--- src/rtl/hazard_unit_if.sv ---
// Pipeline-side bundle for the hazard unit: ID/EX/MEM hazard sources in, stall/flush
// controls and statistics out.
interface hazard_unit_if;
  logic [4:0]  id_rs;
  logic [4:0]  id_rt;
  logic        id_uses_rs;
  logic        id_uses_rt;
  logic        id_is_branch;
  logic        redirect;
  logic        ex_memread;
  logic        ex_regwrite;
  logic [4:0]  ex_rd;
  logic        mem_memread;
  logic [4:0]  mem_rd;
  logic        clr_stats;
  logic        pc_write;
  logic        if_id_write;
  logic        id_ex_stall;
  logic        if_id_flush;
  logic [15:0] stall_cnt;
  logic [15:0] flush_cnt;

  modport master (
    output id_rs, id_rt, id_uses_rs, id_uses_rt, id_is_branch, redirect,
           ex_memread, ex_regwrite, ex_rd, mem_memread, mem_rd, clr_stats,
    input  pc_write, if_id_write, id_ex_stall, if_id_flush, stall_cnt, flush_cnt
  );

  modport slave (
    input  id_rs, id_rt, id_uses_rs, id_uses_rt, id_is_branch, redirect,
           ex_memread, ex_regwrite, ex_rd, mem_memread, mem_rd, clr_stats,
    output pc_write, if_id_write, id_ex_stall, if_id_flush, stall_cnt, flush_cnt
  );
endinterface

--- src/rtl/hazard_unit.sv ---
// Load-use / branch-operand hazard detection with multi-cycle hold for a load feeding an
// ID-stage branch, taken-branch squash of IF/ID, and saturating stall/flush counters.
module hazard_unit #(
  parameter int unsigned LOAD_BRANCH_STALLS = 2
) (
  input logic          clk,
  input logic          reset,
  hazard_unit_if.slave hz
);

  typedef enum logic {StRun, StHold} state_e;

  localparam logic [1:0] HoldInit = 2'(LOAD_BRANCH_STALLS - 32'd2);

  state_e      state_q, state_d;
  logic [1:0]  hcnt_q, hcnt_d;
  logic [15:0] stall_cnt_q, stall_cnt_d;
  logic [15:0] flush_cnt_q, flush_cnt_d;
  logic        ex_match, mem_match;
  logic        load_use, br_alu, br_load_mem;
  logic        stall, flush;

  function automatic logic reg_match(input logic [4:0] x, input logic [4:0] rs,
                                     input logic [4:0] rt, input logic use_rs,
                                     input logic use_rt);
    return (x != 5'd0) && ((use_rs && x == rs) || (use_rt && x == rt));
  endfunction

  always_comb begin
    ex_match    = reg_match(hz.ex_rd, hz.id_rs, hz.id_rt, hz.id_uses_rs, hz.id_uses_rt);
    mem_match   = reg_match(hz.mem_rd, hz.id_rs, hz.id_rt, hz.id_uses_rs, hz.id_uses_rt);
    load_use    = hz.ex_memread && ex_match;
    br_alu      = hz.id_is_branch && hz.ex_regwrite && !hz.ex_memread && ex_match;
    br_load_mem = hz.id_is_branch && hz.mem_memread && mem_match;
  end

  always_comb begin
    state_d = state_q;
    hcnt_d  = hcnt_q;
    stall   = 1'b0;
    unique case (state_q)
      StRun: begin
        stall = load_use || br_alu || br_load_mem;
        // First bubble is this cycle; HOLD supplies the rest for a load feeding a branch.
        if (load_use && hz.id_is_branch) begin
          state_d = StHold;
          hcnt_d  = HoldInit;
        end
      end
      StHold: begin
        stall = 1'b1;
        if (hcnt_q == 2'd0) state_d = StRun;
        else                hcnt_d  = hcnt_q - 2'd1;
      end
    endcase
  end

  // Branch operands are not valid while stalled, so a redirect then is ignored.
  assign flush = hz.redirect && !stall;

  assign hz.pc_write    = reset && !stall;
  assign hz.if_id_write = reset && !stall;
  assign hz.id_ex_stall = reset && stall;
  assign hz.if_id_flush = reset && flush;
  assign hz.stall_cnt   = stall_cnt_q;
  assign hz.flush_cnt   = flush_cnt_q;

  always_comb begin
    stall_cnt_d = stall_cnt_q;
    flush_cnt_d = flush_cnt_q;
    if (hz.clr_stats) begin
      stall_cnt_d = 16'd0;
      flush_cnt_d = 16'd0;
    end else begin
      if (stall && stall_cnt_q != 16'hFFFF) stall_cnt_d = stall_cnt_q + 16'd1;
      if (flush && flush_cnt_q != 16'hFFFF) flush_cnt_d = flush_cnt_q + 16'd1;
    end
  end

  always_ff @(posedge clk or negedge reset) begin
    if (!reset) begin
      state_q     <= StRun;
      hcnt_q      <= 2'd0;
      stall_cnt_q <= 16'd0;
      flush_cnt_q <= 16'd0;
    end else begin
      state_q     <= state_d;
      hcnt_q      <= hcnt_d;
      stall_cnt_q <= stall_cnt_d;
      flush_cnt_q <= flush_cnt_d;
    end
  end

endmodule

--- src/flat_wrapper.sv ---
// flat-port wrapper written by rule: the top's interface ports become plain ports
module hazard_unit_flat 
#(
  parameter int unsigned LOAD_BRANCH_STALLS = 2
)
  (clk, reset, hz_id_rs, hz_id_rt, hz_id_uses_rs, hz_id_uses_rt, hz_id_is_branch, hz_redirect, hz_ex_memread, hz_ex_regwrite, hz_ex_rd, hz_mem_memread, hz_mem_rd, hz_clr_stats, hz_pc_write, hz_if_id_write, hz_id_ex_stall, hz_if_id_flush, hz_stall_cnt, hz_flush_cnt);
  hazard_unit_if hz_i ();
  input logic clk;
  input logic reset;
  input wire logic [$bits(hz_i.id_rs)-1:0] hz_id_rs;
  input wire logic [$bits(hz_i.id_rt)-1:0] hz_id_rt;
  input wire logic [$bits(hz_i.id_uses_rs)-1:0] hz_id_uses_rs;
  input wire logic [$bits(hz_i.id_uses_rt)-1:0] hz_id_uses_rt;
  input wire logic [$bits(hz_i.id_is_branch)-1:0] hz_id_is_branch;
  input wire logic [$bits(hz_i.redirect)-1:0] hz_redirect;
  input wire logic [$bits(hz_i.ex_memread)-1:0] hz_ex_memread;
  input wire logic [$bits(hz_i.ex_regwrite)-1:0] hz_ex_regwrite;
  input wire logic [$bits(hz_i.ex_rd)-1:0] hz_ex_rd;
  input wire logic [$bits(hz_i.mem_memread)-1:0] hz_mem_memread;
  input wire logic [$bits(hz_i.mem_rd)-1:0] hz_mem_rd;
  input wire logic [$bits(hz_i.clr_stats)-1:0] hz_clr_stats;
  output wire logic [$bits(hz_i.pc_write)-1:0] hz_pc_write;
  output wire logic [$bits(hz_i.if_id_write)-1:0] hz_if_id_write;
  output wire logic [$bits(hz_i.id_ex_stall)-1:0] hz_id_ex_stall;
  output wire logic [$bits(hz_i.if_id_flush)-1:0] hz_if_id_flush;
  output wire logic [$bits(hz_i.stall_cnt)-1:0] hz_stall_cnt;
  output wire logic [$bits(hz_i.flush_cnt)-1:0] hz_flush_cnt;
  assign hz_i.id_rs = hz_id_rs;
  assign hz_i.id_rt = hz_id_rt;
  assign hz_i.id_uses_rs = hz_id_uses_rs;
  assign hz_i.id_uses_rt = hz_id_uses_rt;
  assign hz_i.id_is_branch = hz_id_is_branch;
  assign hz_i.redirect = hz_redirect;
  assign hz_i.ex_memread = hz_ex_memread;
  assign hz_i.ex_regwrite = hz_ex_regwrite;
  assign hz_i.ex_rd = hz_ex_rd;
  assign hz_i.mem_memread = hz_mem_memread;
  assign hz_i.mem_rd = hz_mem_rd;
  assign hz_i.clr_stats = hz_clr_stats;
  assign hz_pc_write = hz_i.pc_write;
  assign hz_if_id_write = hz_i.if_id_write;
  assign hz_id_ex_stall = hz_i.id_ex_stall;
  assign hz_if_id_flush = hz_i.if_id_flush;
  assign hz_stall_cnt = hz_i.stall_cnt;
  assign hz_flush_cnt = hz_i.flush_cnt;
  hazard_unit #(.LOAD_BRANCH_STALLS(LOAD_BRANCH_STALLS)) u_core (.clk(clk), .reset(reset), .hz(hz_i));
endmodule
--- config.mk ---
export PLATFORM = sky130hd
export DESIGN_NAME = hazard_unit_flat
export DESIGN_NICKNAME = d
export VERILOG_FILES = /design/src/rtl/hazard_unit_if.sv /design/src/rtl/hazard_unit.sv /design/src/flat_wrapper.sv
export SDC_FILE = /design/constraint.sdc
export NUM_CORES = 1
export LEC_CHECK = 0
export CELL_PAD_IN_SITES_DETAIL_PLACEMENT = 1
export CELL_PAD_IN_SITES_GLOBAL_PLACEMENT = 1
export CORE_UTILIZATION = 38
export DETAILED_ROUTE_END_ITERATION = 16
export GPL_ROUTABILITY_DRIVEN = 0
export PLACE_DENSITY = 0.92
export RECOVER_POWER = 25
export SKIP_LAST_GASP = 1
export SLEW_MARGIN = 10
export SYNTH_ARGS = -nofsm -noshare
export SYNTH_HDL_FRONTEND = slang
export SYNTH_SLANG_ARGS = --single-unit
--- constraint.sdc ---
create_clock -name clk -period 4.79 [get_ports clk]
set_input_delay 0.958 -clock clk [delete_from_list [all_inputs] [get_ports clk]]
set_output_delay 0.958 -clock clk [all_outputs]
set_load 0.01 [all_outputs]
Word level (Yosys, flattened, before mapping)

Index checks and enable logic that the tools add are counted.

Logic and storage cells: 58
Output and inout bits: 36
Flip-flop bits (word level): 35
Bits of input ports: 30

Reduce and logical (&&, ||, !) cells: 31
Add/sub/neg operators: 3
Multiplexer cells: 11
Bitwise logic cells: 1
Eq/ne operators: 8

Operators with widths:

| kind                                                   | count |
|---|---|
| 2-to-1 mux 16 bit                                      | 4 |
| adder 16 x 1 -> 16 bit (second input constant)         | 2 |
| inequality test 16 bit (second input constant)         | 2 |
| equality test 5 bit                                    | 4 |
| logical AND 1 bit                                      | 19 |
| nonzero test 5 bit                                     | 2 |
| logical OR 1 bit                                       | 4 |
| 2-to-1 mux 2 bit                                       | 2 |
| one-hot mux 1 bit (2 select lines)                     | 2 |
| one-hot mux 2 bit (2 select lines)                     | 1 |
| nonzero test 2 bit                                     | 2 |
| zero test 1 bit                                        | 2 |
| zero test 2 bit                                        | 1 |
| 2-to-1 mux 1 bit                                       | 2 |
| inequality test 2 x 1 -> 1 bit (second input constant) | 1 |
| inequality test 2 bit (second input constant)          | 1 |
| AND reduction 2 bit                                    | 1 |
| subtractor 2 x 1 -> 2 bit (second input constant)      | 1 |
| NOT 1 bit                                              | 1 |

Logic depth before layout (Yosys ltp)

Word-level depth: 13
Depth in mapped cells: 10

Worst setup path after synthesis

OpenSTA, ideal clock, no wires.

Path type: input-to-output
From: input port hz_ex_rd[1]
To: output port hz_pc_write
Data required time: 3832 ps
Stages: 7
Buffers on the path: 1
Arrival: 2498 ps
Slack: 1334 ps
Cells stage by stage: xor2_1 -> nor4_2 -> a32oi_1 -> nor3_2 -> nor2_1 -> and2_1 -> buf_4

Cells in the longest elaborated chain, start to end: 10
Elaborated cells on any way between the ends: 14
Those cells by class: 2 x eq/ne; 1 x mux; 11 x reduce/logical

Ends and longest elaborated chain:

| item                                 | RTL line                             | source |
|---|---|---|
| start: declaration                   | flat_wrapper.sv:18                   | `input wire logic [$bits(hz_i.ex_rd)-1:0] hz_ex_rd;` |
| equality test 5 bit                  | hazard_unit.sv:26                    | `return (x != 5'd0) && ((use_rs && x == rs) \|\| (use_rt && x == rt));` |
| logical AND 1 bit                    | hazard_unit.sv:26                    |  |
| logical OR 1 bit                     | hazard_unit.sv:26                    |  |
| logical AND 1 bit *                  | hazard_unit.sv:26                    |  |
| logical AND 1 bit (on tied branches) | hazard_unit.sv:32, hazard_unit.sv:33 |  |
| logical OR 1 bit * (2 in a row)      | hazard_unit.sv:43                    | `stall = load_use \|\| br_alu \|\| br_load_mem;` |
| one-hot mux 1 bit (2 select lines) * | hazard_unit.sv:41                    | `unique case (state_q)` |
| zero test 1 bit *                    | --                                   |  |
| logical AND 1 bit *                  | --                                   |  |
| end: declaration                     | flat_wrapper.sv:22                   | `output wire logic [$bits(hz_i.pc_write)-1:0] hz_pc_write;` |

Mark *: on every way between the ends. The rest lies on a longest branch, timed or not.

Final worst setup path

From: input port hz_ex_rd[1]
To: output port hz_if_id_flush

Cells in the longest elaborated chain, start to end: 11
Elaborated cells on any way between the ends: 15
Those cells by class: 2 x eq/ne; 1 x mux; 12 x reduce/logical

Ends and longest elaborated chain:

| item                                 | RTL line                             | source |
|---|---|---|
| equality test 5 bit                  | hazard_unit.sv:26                    |  |
| logical AND 1 bit                    | hazard_unit.sv:26                    |  |
| logical OR 1 bit                     | hazard_unit.sv:26                    |  |
| logical AND 1 bit *                  | hazard_unit.sv:26                    |  |
| logical AND 1 bit (on tied branches) | hazard_unit.sv:32, hazard_unit.sv:33 |  |
| logical OR 1 bit * (2 in a row)      | hazard_unit.sv:43                    |  |
| one-hot mux 1 bit (2 select lines) * | hazard_unit.sv:41                    |  |
| zero test 1 bit *                    | hazard_unit.sv:59                    | `assign flush = hz.redirect && !stall;` |
| logical AND 1 bit *                  | hazard_unit.sv:59                    |  |
| logical AND 1 bit *                  | hazard_unit.sv:64                    | `assign hz.if_id_flush = reset && flush;` |
| end: declaration                     | flat_wrapper.sv:25                   | `output wire logic [$bits(hz_i.if_id_flush)-1:0] hz_if_id_flush;` |

Marks and branches as above.

==> metrics.txt <==
# TYPE chip_impl_metric gauge
chip_impl_metric{name="max_freq",unit="MHz"} 217
chip_impl_metric{name="via_per_inst",unit=""} 5.71
chip_impl_metric{name="floorplan.core_area",unit="um^2"} 5610
chip_impl_metric{name="synth-seq-area-share",unit=""} 0.389
chip_impl_info{name="synth_top_area_cell",value="dfrtp_1"} 1
chip_impl_metric{name="cellLeakagePower",unit="nW"} 1.18
chip_impl_metric{name="grt_overflow_total",unit=""} 0
chip_impl_metric{name="grt_antenna_before_repair",unit=""} 0
chip_impl_info{name="rr_startpoint",value="u_core.hz.stall_cnt[0]"} 1
chip_impl_metric{name="cts-hold-fix-buffers",unit=""} 0
chip_impl_info{name="cp_cell_sequence",value="clkdlybuf4s50_1 > xor2_1 > nor4_2 > a32oi_1 > nor3_2 > nor2_1 > and3_1 > clkdlybuf4s50_1"} 1
chip_impl_metric{name="floorplan.die_area",unit="um^2"} 6240
chip_impl_metric{name="area_growth",unit="%"} 36.0
chip_impl_metric{name="timing.setup.tns",unit="ps"} 0
chip_impl_info{name="timing.hold.worst.class",value="reg -> reg"} 1
chip_impl_metric{name="ys.warnings.count",unit=""} 0
chip_impl_metric{name="initialDrtViolationCount",unit=""} 87
chip_impl_metric{name="vdd_ir_drop_max",unit="uV"} 160
chip_impl_info{name="yosys-top-cells-area",value="dfrtp_1 (39%), xnor2_1 (7.0%), a21oi_1 (4.2%), nor2_1 (3.7%), xor2_1 (3.5%)"} 1
chip_impl_info{name="layout.cells.most_common_list",value="clkdlybuf4s50_1 (64), dfrtp_1 (35), nor2_1 (22)"} 1
chip_impl_metric{name="synth.distinct_cells",unit=""} 50
chip_impl_metric{name="fin_worst_hold_slack",unit="ps"} 532
chip_impl_info{name="critPathCapture",value="hz_if_id_flush"} 1
chip_impl_metric{name="post_cts_buffers",unit=""} 0
chip_impl_metric{name="clock_power_share",unit=""} 0.415
chip_impl_metric{name="number_of_clock_sinks",unit=""} 35
chip_impl_metric{name="syn_area",unit="um^2"} 2250
chip_impl_metric{name="yosys.area.top_type_share",unit=""} 0.389
chip_impl_metric{name="max_cap_viol_count",unit=""} 1
chip_impl_info{name="timing.critical_path.from",value="hz_ex_rd[1]"} 1
chip_impl_metric{name="p_sw",unit="W"} 0.000170
chip_impl_metric{name="floorplan.die.height",unit="um"} 79.0
chip_impl_metric{name="vias",unit=""} 2175
chip_impl_metric{name="p_int",unit="W"} 0.000514
chip_impl_metric{name="syn_avg_cell_area",unit="um^2"} 9.34
chip_impl_metric{name="p_comb_frac",unit=""} 0.144
chip_impl_metric{name="required",unit="ps"} 3830
chip_impl_metric{name="cts-htree-levels",unit=""} 2
chip_impl_metric{name="timing.critical_path.fanout_max",unit=""} 7
chip_impl_info{name="critical_path.reg2reg.endpoint",value="u_core.hz.stall_cnt[11]"} 1
chip_impl_info{name="crit_path_start_kind",value="input pin"} 1
chip_impl_metric{name="worst-r2r-cell-count",unit=""} 8
chip_impl_metric{name="share_of_the_cycle_needed_by_the_critical_path_after_routing",unit=""} 0.963
chip_impl_metric{name="reg2reg_setup_slack",unit="ps"} 2120
chip_impl_metric{name="antenna-diode-count",unit=""} 0
chip_impl_metric{name="detail_route.first_pass.iterations",unit=""} 4
chip_impl_metric{name="fill_cells",unit=""} 655
chip_impl_metric{name="sw_frac_of_total",unit=""} 0.248
chip_impl_metric{name="share_of_cells_above_drive_strength_1",unit=""} 0.0841
chip_impl_metric{name="power_density",unit="nW/um^2"} 223
chip_impl_info{name="status",value="finished, violations left"} 1
chip_impl_metric{name="drc_errors",unit=""} 0
chip_impl_metric{name="io-pin-count",unit=""} 66
chip_impl_metric{name="yosys_register_bits",unit=""} 35
chip_impl_metric{name="initial_utilization",unit=""} 0.401
chip_impl_metric{name="first_global_vias",unit=""} 2305
chip_impl_metric{name="number_of_nets_with_antenna_violations_after_detailed_routing",unit=""} 0
chip_impl_metric{name="final.setup_skew",unit="ps"} 8.25
chip_impl_metric{name="detailed_place.area",unit="um^2"} 2950
chip_impl_metric{name="die_w",unit="um"} 79.0
chip_impl_metric{name="report.final.hold_viol_count",unit=""} 0
chip_impl_metric{name="synth-edff-count",unit=""} 0
chip_impl_info{name="critical-path-slowest-cell",value="nor3_2"} 1
chip_impl_metric{name="post_synth_inst_count",unit=""} 241
chip_impl_info{name="critPathMostFrequentCell",value="clkdlybuf4s50_1"} 1
chip_impl_metric{name="drv_slew",unit=""} 36
chip_impl_metric{name="cts.clk_slew.worst_paths",unit="ps"} 70
chip_impl_info{name="rsz_0062_raised_after_global_routing",value="false"} 1
chip_impl_metric{name="p_seq_frac",unit=""} 0.441
chip_impl_metric{name="placement.io_buffers",unit=""} 65
chip_impl_metric{name="timing.final.setup_violations",unit=""} 0
chip_impl_metric{name="num-nets-final",unit=""} 341
chip_impl_metric{name="grt_use_total",unit=""} 0.235
chip_impl_info{name="root_buffer",value="clkbuf_8"} 1
chip_impl_info{name="leading_cell_type_in_the_layout_fill_and_taps_excluded",value="clkdlybuf4s50_1"} 1
chip_impl_metric{name="insertion_delay",unit="ps"} 290
chip_impl_metric{name="wl_per_cell",unit="um"} 18.0
chip_impl_info{name="setup.worst_path.end_class",value="output pin"} 1
chip_impl_metric{name="fin_crit",unit="ps"} 4610
chip_impl_metric{name="first_pass_grt_wire_length",unit="mm"} 11.4
chip_impl_metric{name="worst_slew_pin_slew",unit="ps"} 2060
chip_impl_metric{name="crit_arrival",unit="ps"} 3650
chip_impl_metric{name="row_count",unit=""} 27
chip_impl_metric{name="finish.instance_area",unit="um^2"} 3060
chip_impl_metric{name="cts_buffer_depth",unit=""} 2
chip_impl_info{name="worstSetupPathType",value="in -> out"} 1
chip_impl_metric{name="cp_slowest_stage_delay",unit="ps"} 570
chip_impl_metric{name="grt_start_max_net_pins",unit=""} 36
chip_impl_metric{name="wl",unit="mm"} 6.87
chip_impl_metric{name="slew_headroom",unit=""} -0.373
chip_impl_metric{name="place.detailed.hpwl",unit="mm"} 5.18
chip_impl_metric{name="syn-num-nets",unit=""} 274
chip_impl_info{name="violations",value="capacitance limit, slew limit"} 1
chip_impl_metric{name="cts_repair_resize_count",unit=""} 0
chip_impl_metric{name="cts_buffers",unit=""} 5
chip_impl_metric{name="postSynth.asyncResetShare",unit=""} 1.00
chip_impl_info{name="tritoncts_clock_tree",value="done"} 1
chip_impl_info{name="synth_flop_cell",value="dfrtp_1"} 1
==> cell type report <==
type,count,area [um^2],share of cell area
clock buffers,6,82.6,0.0270
flip-flops and latches,35,876,0.286
repair buffers,67,656,0.214
inverters,4,15.0,0.00491
well taps,72,90.1,0.0294
clock inverters,2,35.0,0.0114
multi-input cells,195,1310,0.427
==> synthesized netlist by cell type, types with 4 or more instances <==
cell type   n
nand2_1    15
or4_1       9
dfrtp_1    35
clkbuf_1    4
and3_1      4
nor2_1     22
nand4_1    11
a21oi_1    19
nor2b_1     6
o21ai_0     5
xnor2_1    18
or3_1       5
inv_1       4
o31ai_1     8
xor2_1      9
nand2b_1    4
nand3_1    14
nor3_1      4
==> logic make-up after synthesis <==
kind of cell / after synthesis / synth area share
flops: 35 / 0.389
xor+xnor: 27 / 0.105
buf+inv: 11 / 0.0306
fa+ha+maj: 3 / 0.0167
simple gates: 112 / 0.294
compound gates: 46 / 0.131
mux: 7 / 0.0339
==> worst min-delay path by stage <==
stage                           from               end  slack [ps]  cells past startpoint
global placement    u_core.hcnt_q[0]  u_core.hcnt_q[0]         480                      1
global route        u_core.hcnt_q[0]  u_core.hcnt_q[0]         580                      1
CTS                 u_core.hcnt_q[0]  u_core.hcnt_q[0]         530                      1
finish              u_core.hcnt_q[1]  u_core.hcnt_q[1]         530                      2
detailed placement  u_core.hcnt_q[0]  u_core.hcnt_q[0]         520                      1
floorplan           u_core.hcnt_q[0]  u_core.hcnt_q[0]         460                      1
==> registers in the layout, indices dropped and copies added (netlist names) <==
register	count
u_core.hz.flush_cnt	16
u_core.hcnt_q	2
u_core.state_q	1
u_core.hz.stall_cnt	16
==> power by group through the flow <==
stage,clock (W),combinational (W),sequential [W]
6_report,0.000284,0.0000983,0.000302
5_1_grt,0.000297,0.000106,0.000302
4_1_cts,0.000289,0.0000995,0.000302
3_5_place_dp,0,0.0000987,0.000307
3_3_place_gp,0,0.0000930,0.000307
2_1_floorplan,0,0.0000423,0.000308
==> per-layer routing <==
layer | routed length (um) | vias up | share of wire | global-route usage
met5 | 0 | - | 0 | 0
met4 | 92 | 0 | 0.013 | 0.0545
met3 | 199 | 8 | 0.029 | 0.0391
met2 | 3600 | 55 | 0.52 | 0.430
met1 | 2990 | 1089 | 0.43 | 0.286
li1 | - | 1023 | - | -
==> critical path: cells and delay by family <==
family | cells | cell delay, ps
AND/OR/NAND/NOR | 4 | 1290
buffers and inverters | 2 | 970
XOR/XNOR | 1 | 220
AO/OA/AOI/OAI | 1 | 220
==> metrics by stage <==
stage               power [W]  instances   util  setup slack [ps]
floorplan            0.000350        241      -              1330
global placement     0.000400        373  0.526               360
detailed placement   0.000406        373  0.526               180
CTS                  0.000690        381  0.547               171
global route         0.000706        381  0.546              20.5
finish               0.000684        381  0.546               178
No activity file was read; power rests on OpenSTA's default activity.
